### config.mk
export PLATFORM = sky130hd
export DESIGN_NAME = mips_div_unit
export DESIGN_NICKNAME = d
export VERILOG_FILES = /design/src/rtl/mips_div_unit.sv
export SDC_FILE = /design/constraint.sdc
export NUM_CORES = 1
export LEC_CHECK = 0
export BUFFER_PORTS_ARGS = -buffer_cell sky130_fd_sc_hd__buf_2
export CAP_MARGIN = 0
export CORE_ASPECT_RATIO = 0.75
export CORE_MARGIN = 2
export CORE_UTILIZATION = 30
export CTS_CLUSTER_DIAMETER = 80
export DETAILED_ROUTE_END_ITERATION = 7
export GPL_TIMING_DRIVEN = 1
export PLACE_DENSITY = 0.49
export SYNTH_ARGS = -nofsm -noshare
export SYNTH_HDL_FRONTEND = slang
export SYNTH_SLANG_ARGS = --single-unit
export TNS_END_PERCENT = 100
### constraint.sdc
create_clock -name clk -period 4.7 [get_ports clk]
set_input_delay 1.41 -clock clk [delete_from_list [all_inputs] [get_ports clk]]
set_output_delay 1.41 -clock clk [all_outputs]
set_load 0.005 [all_outputs]
### src/rtl/mips_div_unit.sv
`default_nettype none
// ============================================================================
// mips_div_unit : iterative restoring divider serving MIPS DIV/DIVU  (rev 1.0)
// ============================================================================
module mips_div_unit #(
  parameter int WIDTH = 32
) (
  input  logic               clk,
  input  logic               rst,
  input  logic               start_i,
  input  logic               annul_i,
  input  logic               signed_div_i,
  input  logic [WIDTH-1:0]   opdata1_i,
  input  logic [WIDTH-1:0]   opdata2_i,
  output logic [2*WIDTH-1:0] result_o,
  output logic               ready_o,
  output logic               busy_o
);

  localparam int            CW        = $clog2(WIDTH + 1);
  localparam logic [CW-1:0] LAST_STEP = CW'(WIDTH - 1);

  typedef enum logic [1:0] {
    FREE    = 2'd0,
    BY_ZERO = 2'd1,
    ON      = 2'd2,
    END     = 2'd3
  } state_t;

  state_t           state;
  state_t           state_next;
  logic [CW-1:0]    count;
  logic [WIDTH-1:0] quo;
  logic [WIDTH-1:0] rem;
  logic [WIDTH-1:0] dsr;
  logic             neg_quo;
  logic             neg_rem;

  logic             accept;
  logic [WIDTH-1:0] op1_abs;
  logic [WIDTH-1:0] op2_abs;
  logic [WIDTH:0]   shifted;
  logic             fits;
  logic [WIDTH-1:0] diff;
  logic [WIDTH-1:0] step_quo;
  logic [WIDTH-1:0] step_rem;
  logic [WIDTH-1:0] fix_quo;
  logic [WIDTH-1:0] fix_rem;

  assign accept  = start_i && !annul_i;
  assign op1_abs = (signed_div_i && opdata1_i[WIDTH-1]) ? -opdata1_i : opdata1_i;
  assign op2_abs = (signed_div_i && opdata2_i[WIDTH-1]) ? -opdata2_i : opdata2_i;

  // The partial remainder is always below the divisor, so the difference
  // fits in WIDTH bits whenever the trial subtraction succeeds.
  always_comb begin
    shifted  = {rem, quo[WIDTH-1]};
    fits     = (shifted >= {1'b0, dsr});
    diff     = shifted[WIDTH-1:0] - dsr;
    step_rem = fits ? diff : shifted[WIDTH-1:0];
    step_quo = {quo[WIDTH-2:0], fits};
    fix_quo  = neg_quo ? -step_quo : step_quo;
    fix_rem  = neg_rem ? -step_rem : step_rem;
  end

  always_ff @(posedge clk) begin
    if (rst) state <= FREE;
    else     state <= state_next;
  end

  always_comb begin
    state_next = state;
    busy_o     = 1'b0;
    case (state)
      FREE: begin
        if (accept) state_next = (opdata2_i == '0) ? BY_ZERO : ON;
      end
      BY_ZERO: begin
        busy_o     = 1'b1;
        state_next = annul_i ? FREE : END;
      end
      ON: begin
        busy_o = 1'b1;
        if (annul_i)                 state_next = FREE;
        else if (count == LAST_STEP) state_next = END;
      end
      END: begin
        if (!start_i) state_next = FREE;
      end
      default: state_next = FREE;
    endcase
  end

  always_ff @(posedge clk) begin
    if (rst) begin
      count    <= '0;
      quo      <= '0;
      rem      <= '0;
      dsr      <= '0;
      neg_quo  <= 1'b0;
      neg_rem  <= 1'b0;
      result_o <= '0;
      ready_o  <= 1'b0;
    end else begin
      ready_o  <= 1'b0;
      result_o <= '0;
      case (state)
        FREE: begin
          if (accept && opdata2_i != '0) begin
            quo     <= op1_abs;
            dsr     <= op2_abs;
            rem     <= '0;
            count   <= '0;
            neg_quo <= signed_div_i && (opdata1_i[WIDTH-1] ^ opdata2_i[WIDTH-1]);
            neg_rem <= signed_div_i && opdata1_i[WIDTH-1];
          end
        end
        BY_ZERO: begin
          quo <= '0;
          rem <= '0;
        end
        ON: begin
          if (!annul_i) begin
            count <= count + 1'b1;
            // The final step folds in the sign correction on its way to END.
            if (count == LAST_STEP) begin
              quo <= fix_quo;
              rem <= fix_rem;
            end else begin
              quo <= step_quo;
              rem <= step_rem;
            end
          end
        end
        END: begin
          if (start_i) begin
            ready_o  <= 1'b1;
            result_o <= {rem, quo};
          end
        end
        default: ;
      endcase
    end
  end

endmodule
`default_nettype wire
==> results.cfg, run 1 <==
[synthesis]
synth_nets = 1580
ys_seq_elements = 171
ys_seq_area_share_pct = 29.9
synth_edf_count = 0
ys.flop_type = dfxtp_1
avgSynthCellArea_sq_um = 7.81
synth.yosys.warnings = 0
synth_cells = 1469
synthTopCellsByCount = 178 x nor2_1, 171 x dfxtp_1, 129 x nand2_1
synth.largest_area_cell = dfxtp_1
yosys-top-cells-area = dfxtp_1 30%, xnor2_1 6.1%, nor2_1 5.8%
async_reset_ff_share_pct = 0
synth_area_sq_um = 11500
ys_types = 88
synth_top_area_share_pct = 29.9
yosysMostFrequentCell = nor2_1

[drt]
num_vias = 11013
ant_nets = 0
drt-vias-per-instance = 5.19
wl_per_cell_um = 18.0
first_pass_iters = 7
highest_layer = met4
drt_iter0_drc = 895
drc_errors = 0
wl_um = 38300
wl_met3_um = 2390
met1_length_um = 21200
routed-wl-met2_um = 14400

[clock_network]
cts_made_buffers = 17
cts_tree = done
cts-hold-fix-buffers = 0
cts.sinks = 171
cts-root-buf = clkbuf_16
worstSkewPairLatency_ps = 450
clkSlewWorstSetupHoldPaths_ps = 70
ctsResizeCount = 0
h-tree-depth = 4
clockBufferDepth = 2
cts_setup_buffers = 0

[min_path]
holdPathStages = 2
hold_class = register to register

[sta]
fin_setup_tns_ps = 0
tightest_slew_ps = 1230
skew_ps = 11.3
fin_crit_ps = 4350
finalHoldViolations = 0
drv_slew = 0
finalSetupViolCount = 0
holdWs_ps = 459
period_share_pct = 92.5
slew_headroom_pct = 17.8
rsz0062_at_grt = no
clock.fmax_ghz = 0.230

[critical_path]
critPathLaunchType = register
crit_arrival_ps = 4690
path_cells = inv_1, ha_1, a21o_1, o21bai_1, a21o_1, a221oi_1, nand2_2, o21ai_0, ha_1, a21boi_0, a41o_1, nor4b_2, a31o_2, a31oi_1, xnor2_1, a22o_1
cp.buffers_inverters = 1
end_kind = register
cpLargestDelayFamily = compound AO/OA/AOI/OAI gates
slowest_stage = a221oi_1
crit_cells = 16
critPathMaxFanout = 8
reg2regPathDepth = 16
cp.required_ps = 5040
slowest_delay_ps = 530
worstSetupPathType = register to register

[final_layout]
fin_nets = 1715
ff_latch_area_sq_um = 3420
multi_input_area_sq_um = 7460
area_delta_synth_final_pct = 17.9
num-fill-cells = 4042
fin_cells = 2122
drive_gt1_share_pct = 16.5

[placed_design]
io_buffers = 134
dp_hpwl_um = 30200
globalplace.congestion = 0.912
dp_cells = 2089

[global_routing]
antenna_found_initial = 1
grt_pass1_wl_um = 60100
globalRouteOverflowTotal = 0
grt_pass1_vias = 10188
grt_max_degree = 64
grt_use_total_pct = 19.0

[floorplan]
placement_rows = 61
ios = 135
start_util_pct = 30.7
die_y_um = 173
die_w_um = 230
dieArea_sq_um = 39800
core_area_sq_um = 37400

[power_and_ir_drop]
p_leak_nw = 5.43
vdd_ir_drop_max_v = 0.000333
cellPowerDensity_nw_per_um2 = 495

[run_status]
outcome = completed

[flow_run]
maxCapViolations = 0
area by class of cell:
cell class	instances	share of cell area (%)
diodes	1	0.0185
clock buffers	19	3.28
clock inverters	13	1.34
inverters	59	1.64
multi-input cells	1158	55.2
flip-flops and latches	171	25.3
well taps	504	4.66
repair buffers	197	8.57
metal layers:
metal  up-vias  global-route usage, %
li1       5569                      -
met5         -                      0
met2       287                   24.7
met3        18                   3.75
met1      5139                   31.2
met4         0                   3.52
worst register-to-register path, cell delays in order (launching register included):
cell and delay [ps]:
dfxtp_1 310, inv_1 70, ha_1 390, a21o_1 240
o21bai_1 160, a21o_1 200, a221oi_1 530, nand2_2 250
o21ai_0 310, ha_1 290, a21boi_0 220, a41o_1 290
nor4b_2 290, a31o_2 250, a31oi_1 110, xnor2_1 140
a22o_1 190
stage by stage:
stage	instance area (sq um)	utilization (%)	total power, mW	setup WS, ps
floorplan	11500	-	4.17	436
global placement	12900	34.5	5.13	295
detailed placement	12900	34.5	5.14	231
CTS	13500	36.1	6.68	376
global route	13500	36.2	7.16	8.81
finish	13500	36.2	6.69	352
cells in the final DEF (no fill, tap or decap), types with 7 or more instances in the layout:
master     synthesis  routed
nor2_1           178     177
dfxtp_1          171     171
buf_2             21     133
nand2_1          129     128
a21oi_1           95      95
xnor2_1           80      80
o21ai_0           72      72
and2_1            65      65
buf_4              5      63
xor2_1            60      60
inv_1             58      58
nor3_1            49      48
ha_1              41      41
a211oi_1          35      35
nand4_1           21      21
o221ai_1          20      20
a31oi_1           20      20
o31ai_1           19      19
nand3_1           18      18
a22o_1            18      18
clkbuf_16          0      17
or3_1             15      15
a22oi_1           15      15
o22ai_1           14      14
mux2i_1           14      14
nor4_1            13      13
nor2b_1            9       9
o21a_1             9       9
a21o_1             8       8
o41ai_1            8       8
nand2b_1           8       8
o21ai_1            8       8
or4_1              7       7
worst paths after layout:
check                             from              endpoint  slack [ps]
setup / recovery  dsr[20]$_SDFFE_PP0P_  rem[30]$_SDFFE_PP0P_         350
hold / removal    dsr[22]$_SDFFE_PP0P_  dsr[22]$_SDFFE_PP0P_         460
setup reg to reg  dsr[20]$_SDFFE_PP0P_  rem[30]$_SDFFE_PP0P_         350
hold reg to reg   dsr[22]$_SDFFE_PP0P_  dsr[22]$_SDFFE_PP0P_         460
report_power, final:
| part | internal (mW) | switching (mW) | leakage (nW) |
|---|---|---|---|
| clock | 0.868 | 0.662 | 0.297 |
| combinational | 1.25 | 2.16 | 3.74 |
| sequential | 1.60 | 0.149 | 1.39 |
| total | 3.72 | 2.97 | 5.43 |
cells by family (layout without fill, tap and decap cells):
family,Yosys count,after routing,share of synthesized area [%]
other,0,1,0
AO/OA/AOI/OAI,407,407,24.1
AND/OR/NAND/NOR,553,553,24.0
buffers and inverters,140,288,5.31
adder cells (fa/ha/maj),42,42,4.65
flip-flops,171,171,29.9
XOR/XNOR,140,140,10.7
multiplexers,16,16,1.42
flip-flops by register name, indices dropped and copies added (netlist names):
name      cells
quo          32
result_o     64
dsr          32
state         2
ready_o       1
count         6
neg_rem       1
neg_quo       1
rem          32
(Power assumes the default switching activity.)
==> run 2: changes to the inputs <==
--- a/config.mk
+++ b/config.mk
@@ -7,13 +7,16 @@
 export LEC_CHECK = 0
 export BUFFER_PORTS_ARGS = -buffer_cell sky130_fd_sc_hd__buf_2
 export CAP_MARGIN = 0
+export CELL_PAD_IN_SITES_DETAIL_PLACEMENT = 1
+export CELL_PAD_IN_SITES_GLOBAL_PLACEMENT = 1
 export CORE_ASPECT_RATIO = 0.75
 export CORE_MARGIN = 2
 export CORE_UTILIZATION = 30
 export CTS_CLUSTER_DIAMETER = 80
 export DETAILED_ROUTE_END_ITERATION = 7
 export GPL_TIMING_DRIVEN = 1
-export PLACE_DENSITY = 0.49
+export PLACE_DENSITY = 0.6
+export SETUP_SLACK_MARGIN = 0.15
 export SYNTH_ARGS = -nofsm -noshare
 export SYNTH_HDL_FRONTEND = slang
 export SYNTH_SLANG_ARGS = --single-unit
==> run 2 against run 1 <==
Net effect:
- sequential power hardly changed
- critical endpoint unchanged
- die area stayed put
- non-clock buffer count is 14 higher
- power is 3.1% higher
- first-iteration DRC count is 11% lower
- largest power group unchanged
- register-to-register slack better by 60 ps
- cell area is 1.0% higher
- highest routed layer unchanged
- fmax is 1.3% higher
==> results.cfg, run 2 (synthesized netlist as in run 1, its figures left out) <==
[drt]
wl_um = 42100
num_vias = 11382
ant_nets = 0
drc_errors = 0
drt_iter0_drc = 799
drt-vias-per-instance = 5.33
first_pass_iters = 5
wl_per_cell_um = 19.7

[clock_network]
worstSkewPairLatency_ps = 460
clockBufferDepth = 2
ctsResizeCount = 0
cts_tree = done
cts_setup_buffers = 0
cts.sinks = 171
cts-hold-fix-buffers = 0
h-tree-depth = 4
cts-root-buf = clkbuf_16
cts_made_buffers = 17
clkSlewWorstSetupHoldPaths_ps = 70

[floorplan]
ios = 135
die_y_um = 173
die_w_um = 230
core_area_sq_um = 37400
start_util_pct = 30.7
placement_rows = 61
dieArea_sq_um = 39800

[critical_path]
cpLargestDelayFamily = compound AO/OA/AOI/OAI gates
worstSetupPathType = register to register
cp-startpoint = rem[11]$_SDFFE_PP0P_
cp.required_ps = 5050
path_cells = ha_1, nand2_1, o21ai_0, nand4_1, o221a_2, nand2_2, buf_4, nor2_1, a21oi_1, ha_1, a21boi_0, a41o_1, nor4b_2, a31o_2, a31oi_1, xnor2_1, a22o_1
crit_arrival_ps = 4640
cp.buffers_inverters = 1
slowest_delay_ps = 500
critPathLaunchType = register
critPathMaxFanout = 8
end_kind = register
r2r_setup_slack_ps = 410
worst_r2r_startpoint = rem[11]$_SDFFE_PP0P_
worst_path_most_repeated_cell = ha_1
slowest_stage = ha_1

[final_layout]
drive_gt1_share_pct = 17.5
final_cell_mix = 177 x nor2_1, 171 x dfxtp_1, 133 x buf_2
multi_input_area_sq_um = 7490
largest_register_ffs = 64
ff_latch_area_sq_um = 3420
layout_commonest_cell = nor2_1
fin_util_pct = 36.5
n_antenna_cell = 0
num-fill-cells = 4604
area_delta_synth_final_pct = 19.1
fin_nets = 1729
fin_cells = 2135
regMostFlops = result_o
finalInstanceArea_sq_um = 13700

[power_and_ir_drop]
cellPowerDensity_nw_per_um2 = 505
p_leak_nw = 5.52
p_total_mw = 6.90
vdd_ir_drop_max_v = 0.000300

[global_routing]
antenna_found_initial = 0
grt_pass1_wl_um = 65200
grt_use_total_pct = 20.8
globalRouteOverflowTotal = 0
grt_pass1_vias = 10997
grt_max_degree = 42

[sta]
finalSetupViolCount = 0
fin_crit_ps = 4290
tightest_slew_ps = 1230
slew_headroom_pct = 17.5
period_share_pct = 91.3
fin_setup_tns_ps = 0
skew_ps = 16.8
rsz0062_at_grt = no
clock.fmax_ghz = 0.233
drv_slew = 0
finalHoldViolations = 0
holdWs_ps = 470
fin_ws_ps = 408

[placed_design]
dp_hpwl_um = 33400
io_buffers = 134
dp_slack_ps = 206
dp_cells = 2103
postPlaceCellArea_sq_um = 13000
globalplace.congestion = 0.855

[min_path]
hold_class = register to register
hp-start = dsr[31]$_SDFFE_PP0P_

[flow_run]
maxCapViolations = 0

[run_status]
outcome = completed
-- run 2: changes by cell type in the layout (fill, tap and decap cells not counted), moves of 2 or more --
cell and change:
buf_4 +14, clkinv_4 +2, inv_8 -3, clkinv_2 +3
-- run 2: area by class of cell --
| class | instances | share of cell area (%) |
|---|---|---|
| Inverter | 59 | 1.62 |
| Tap cell | 504 | 4.62 |
| Timing Repair Buffer | 211 | 9.25 |
| Clock inverter | 14 | 1.42 |
| Multi-Input combinational cell | 1158 | 54.8 |
| Sequential cell | 171 | 25.1 |
| Clock buffer | 18 | 3.21 |
-- run 2: path summary, 6_finish.rpt --
| check | to | cells past startpoint |
|---|---|---|
| max reg2reg | rem[30]$_SDFFE_PP0P_ | 17 |
| min reg2reg | dsr[31]$_SDFFE_PP0P_ | 2 |
| min | dsr[31]$_SDFFE_PP0P_ | 2 |
| max | rem[30]$_SDFFE_PP0P_ | 17 |
-- run 2: metal layers --
layer  routed length (um)  track usage [%]
met5                    0                0
met3                 2230             4.23
met2                16200             27.8
met4                  446             4.30
met1                23200             33.2
-- run 2: tightest hold or removal path: cells and delay by family (launching register included) --
kind | cells | cell delay, ps
and+or+nand+nor | 1 | 50
AOI/OAI and AO/OA | 1 | 50
DFF | 1 | 320
-- run 2: power breakdown --
group	internal, mW	total, mW	leakage [nW]	switching, mW
clock	0.906	1.54	0.307	0.638
sequential	1.60	1.75	1.39	0.150
combinational	1.31	3.61	3.83	2.30
total	3.81	6.90	5.52	3.09
==> run 3: changes to the inputs <==
--- a/config.mk
+++ b/config.mk
@@ -12,10 +12,11 @@
 export CORE_ASPECT_RATIO = 0.75
 export CORE_MARGIN = 2
 export CORE_UTILIZATION = 30
+export CTS_BUF_LIST = sky130_fd_sc_hd__clkbuf_4 sky130_fd_sc_hd__clkbuf_8
 export CTS_CLUSTER_DIAMETER = 80
 export DETAILED_ROUTE_END_ITERATION = 7
 export GPL_TIMING_DRIVEN = 1
-export PLACE_DENSITY = 0.6
+export PLACE_DENSITY = 0.67
 export SETUP_SLACK_MARGIN = 0.15
 export SYNTH_ARGS = -nofsm -noshare
 export SYNTH_HDL_FRONTEND = slang
==> constraint.sdc (replaced) <==
create_clock -name clk -period 3.8 [get_ports clk]
set_input_delay 1.14 -clock clk [delete_from_list [all_inputs] [get_ports clk]]
set_output_delay 1.14 -clock clk [all_outputs]
set_load 0.005 [all_outputs]
==> run 3 against run 2 <==
Net effect:
- die area unchanged
- sequential power increased by 25%
- sequential share of layout area decreased by 3.2 points
- critical path type unchanged
- combinational power is 76% higher
- cell count up 8.9%
- core utilization increased by 5.9 points
- via count grew 7.9%
==> results.cfg, run 3 (synthesized netlist as in run 1, its figures left out) <==
[critical_path]
worstSetupPathType = register to register
cpLargestDelayFamily = compound AO/OA/AOI/OAI gates
critPathLaunchType = register
end_kind = register
crit_arrival_ps = 4110
cp.buffers_inverters = 6
critPathMaxFanout = 15
worst_path_most_repeated_cell = buf_6
path_cells = inv_2, ha_4, buf_6, nand4b_1, nor3_4, nand4_1, o221a_4, nand2_8, buf_6, inv_4, buf_4, buf_12, o31a_1, nor4b_4, a31o_2, a31oi_4, xnor2_2, a22o_1
slowest_delay_ps = 360
slowest_stage = o31a_1
cp.required_ps = 4180

[final_layout]
area_delta_synth_final_pct = 38.2
fin_nets = 1918
fin_util_pct = 42.4
finalInstanceArea_sq_um = 15900
drive_gt1_share_pct = 33.5
layout_commonest_cell = buf_4
fin_cells = 2324
final_cell_mix = 248 x buf_4, 174 x nor2_1, 147 x dfxtp_1
regMostFlops = result_o
largest_register_ffs = 64

[drt]
routed-wl-met2_um = 19100
drt_iter0_drc = 718
num_vias = 12282
drt-vias-per-instance = 5.28
highest_layer = met5
ant_nets = 0
first_pass_iters = 5
wl_met3_um = 2840
drc_errors = 0
wl_um = 45800
met1_length_um = 23400
wl_per_cell_um = 19.7

[sta]
finalSetupViolCount = 0
holdWs_ps = 475
rsz0062_at_grt = yes
drv_slew = 0
period_share_pct = 98.0
fin_setup_tns_ps = 0
clock.fmax_ghz = 0.269
finalHoldViolations = 0
fin_crit_ps = 3720
slew_headroom_pct = 29.1
skew_ps = 24.6
tightest_slew_ps = 1060
fin_ws_ps = 76.4

[placed_design]
dp_cells = 2257
postPlaceCellArea_sq_um = 14300
dp_hpwl_um = 34900
io_buffers = 134
dp_slack_ps = -210
globalplace.congestion = 0.903

[power_and_ir_drop]
intPower_mw = 5.31
swShare_pct = 46.0
p_seq_share_pct = 22.2
p_total_mw = 9.83
p_sw_mw = 4.52
vdd_ir_drop_max_v = 0.000337
clockPowerShare_pct = 13.0
combPwrFrac_pct = 64.8
cellPowerDensity_nw_per_um2 = 620
p_leak_nw = 6.48

[clock_network]
cts-hold-fix-buffers = 0
clkSlewWorstSetupHoldPaths_ps = 100
cts_tree = done
worstSkewPairLatency_ps = 500
cts-root-buf = clkbuf_8
cts_made_buffers = 17
h-tree-depth = 4
cts.sinks = 171
clockBufferDepth = 2

[global_routing]
globalRouteOverflowTotal = 0
antenna_found_initial = 2
grt_pass1_vias = 12160
grt_pass1_wl_um = 68700
grt_use_total_pct = 21.7
grt_max_degree = 54

[floorplan]
die_w_um = 230
ios = 135
dieArea_sq_um = 39800
start_util_pct = 30.7
die_y_um = 173
core_area_sq_um = 37400
placement_rows = 61

[min_path]
hold_class = register to register

[flow_run]
maxCapViolations = 0

[run_status]
outcome = completed
run 3: worst paths after layout:
| kind | start | end | slack (ps) | cells past startpoint |
|---|---|---|---|---|
| max reg2reg | dsr[30]$_SDFFE_PP0P_ | rem[30]$_SDFFE_PP0P_ | 80 | 18 |
| min reg2reg | neg_rem$_SDFFE_PP0P_ | neg_rem$_SDFFE_PP0P_ | 480 | 2 |
| min | neg_rem$_SDFFE_PP0P_ | neg_rem$_SDFFE_PP0P_ | 480 | 2 |
| max | dsr[30]$_SDFFE_PP0P_ | rem[30]$_SDFFE_PP0P_ | 80 | 18 |
run 3: area by class of cell:
cell class | instances | area [sq um]
fillers | 4563 | 21500
multi-input cells | 1158 | 8320
flip-flops and latches | 171 | 3460
repair buffers | 400 | 2850
well taps | 504 | 631
clock buffers | 18 | 248
inverters | 59 | 224
clock inverters | 13 | 110
diodes | 1 | 2.50
run 3: power groups by stage:
stage / registers, mW / logic (mW) / clock network, mW
floorplan: 2.14 / 3.16 / 0
global placement: 2.19 / 5.07 / 0
detailed placement: 2.20 / 5.21 / 0
CTS: 2.16 / 5.44 / 1.31
global route: 2.21 / 6.83 / 1.37
finish: 2.18 / 6.37 / 1.28
run 3: layer usage:
layer,GRT usage [%],up-vias
met4,4.38,2
li1,-,5953
met5,0,-
met3,4.08,33
met2,30.8,300
met1,33.5,5994
run 3: tightest hold or removal path: stages, from the launching register on:
cell and delay [ps]:
dfxtp_1 330, nand2_1 50, a21oi_1 50
run 3: what timing repair did:
item | CTS | global route
setup buffers | 7 | 25
cloned | 0 | 3
pin swaps | 12 | 52
resized for setup | 34 | 147
setup endpoints to repair | 16 | 37
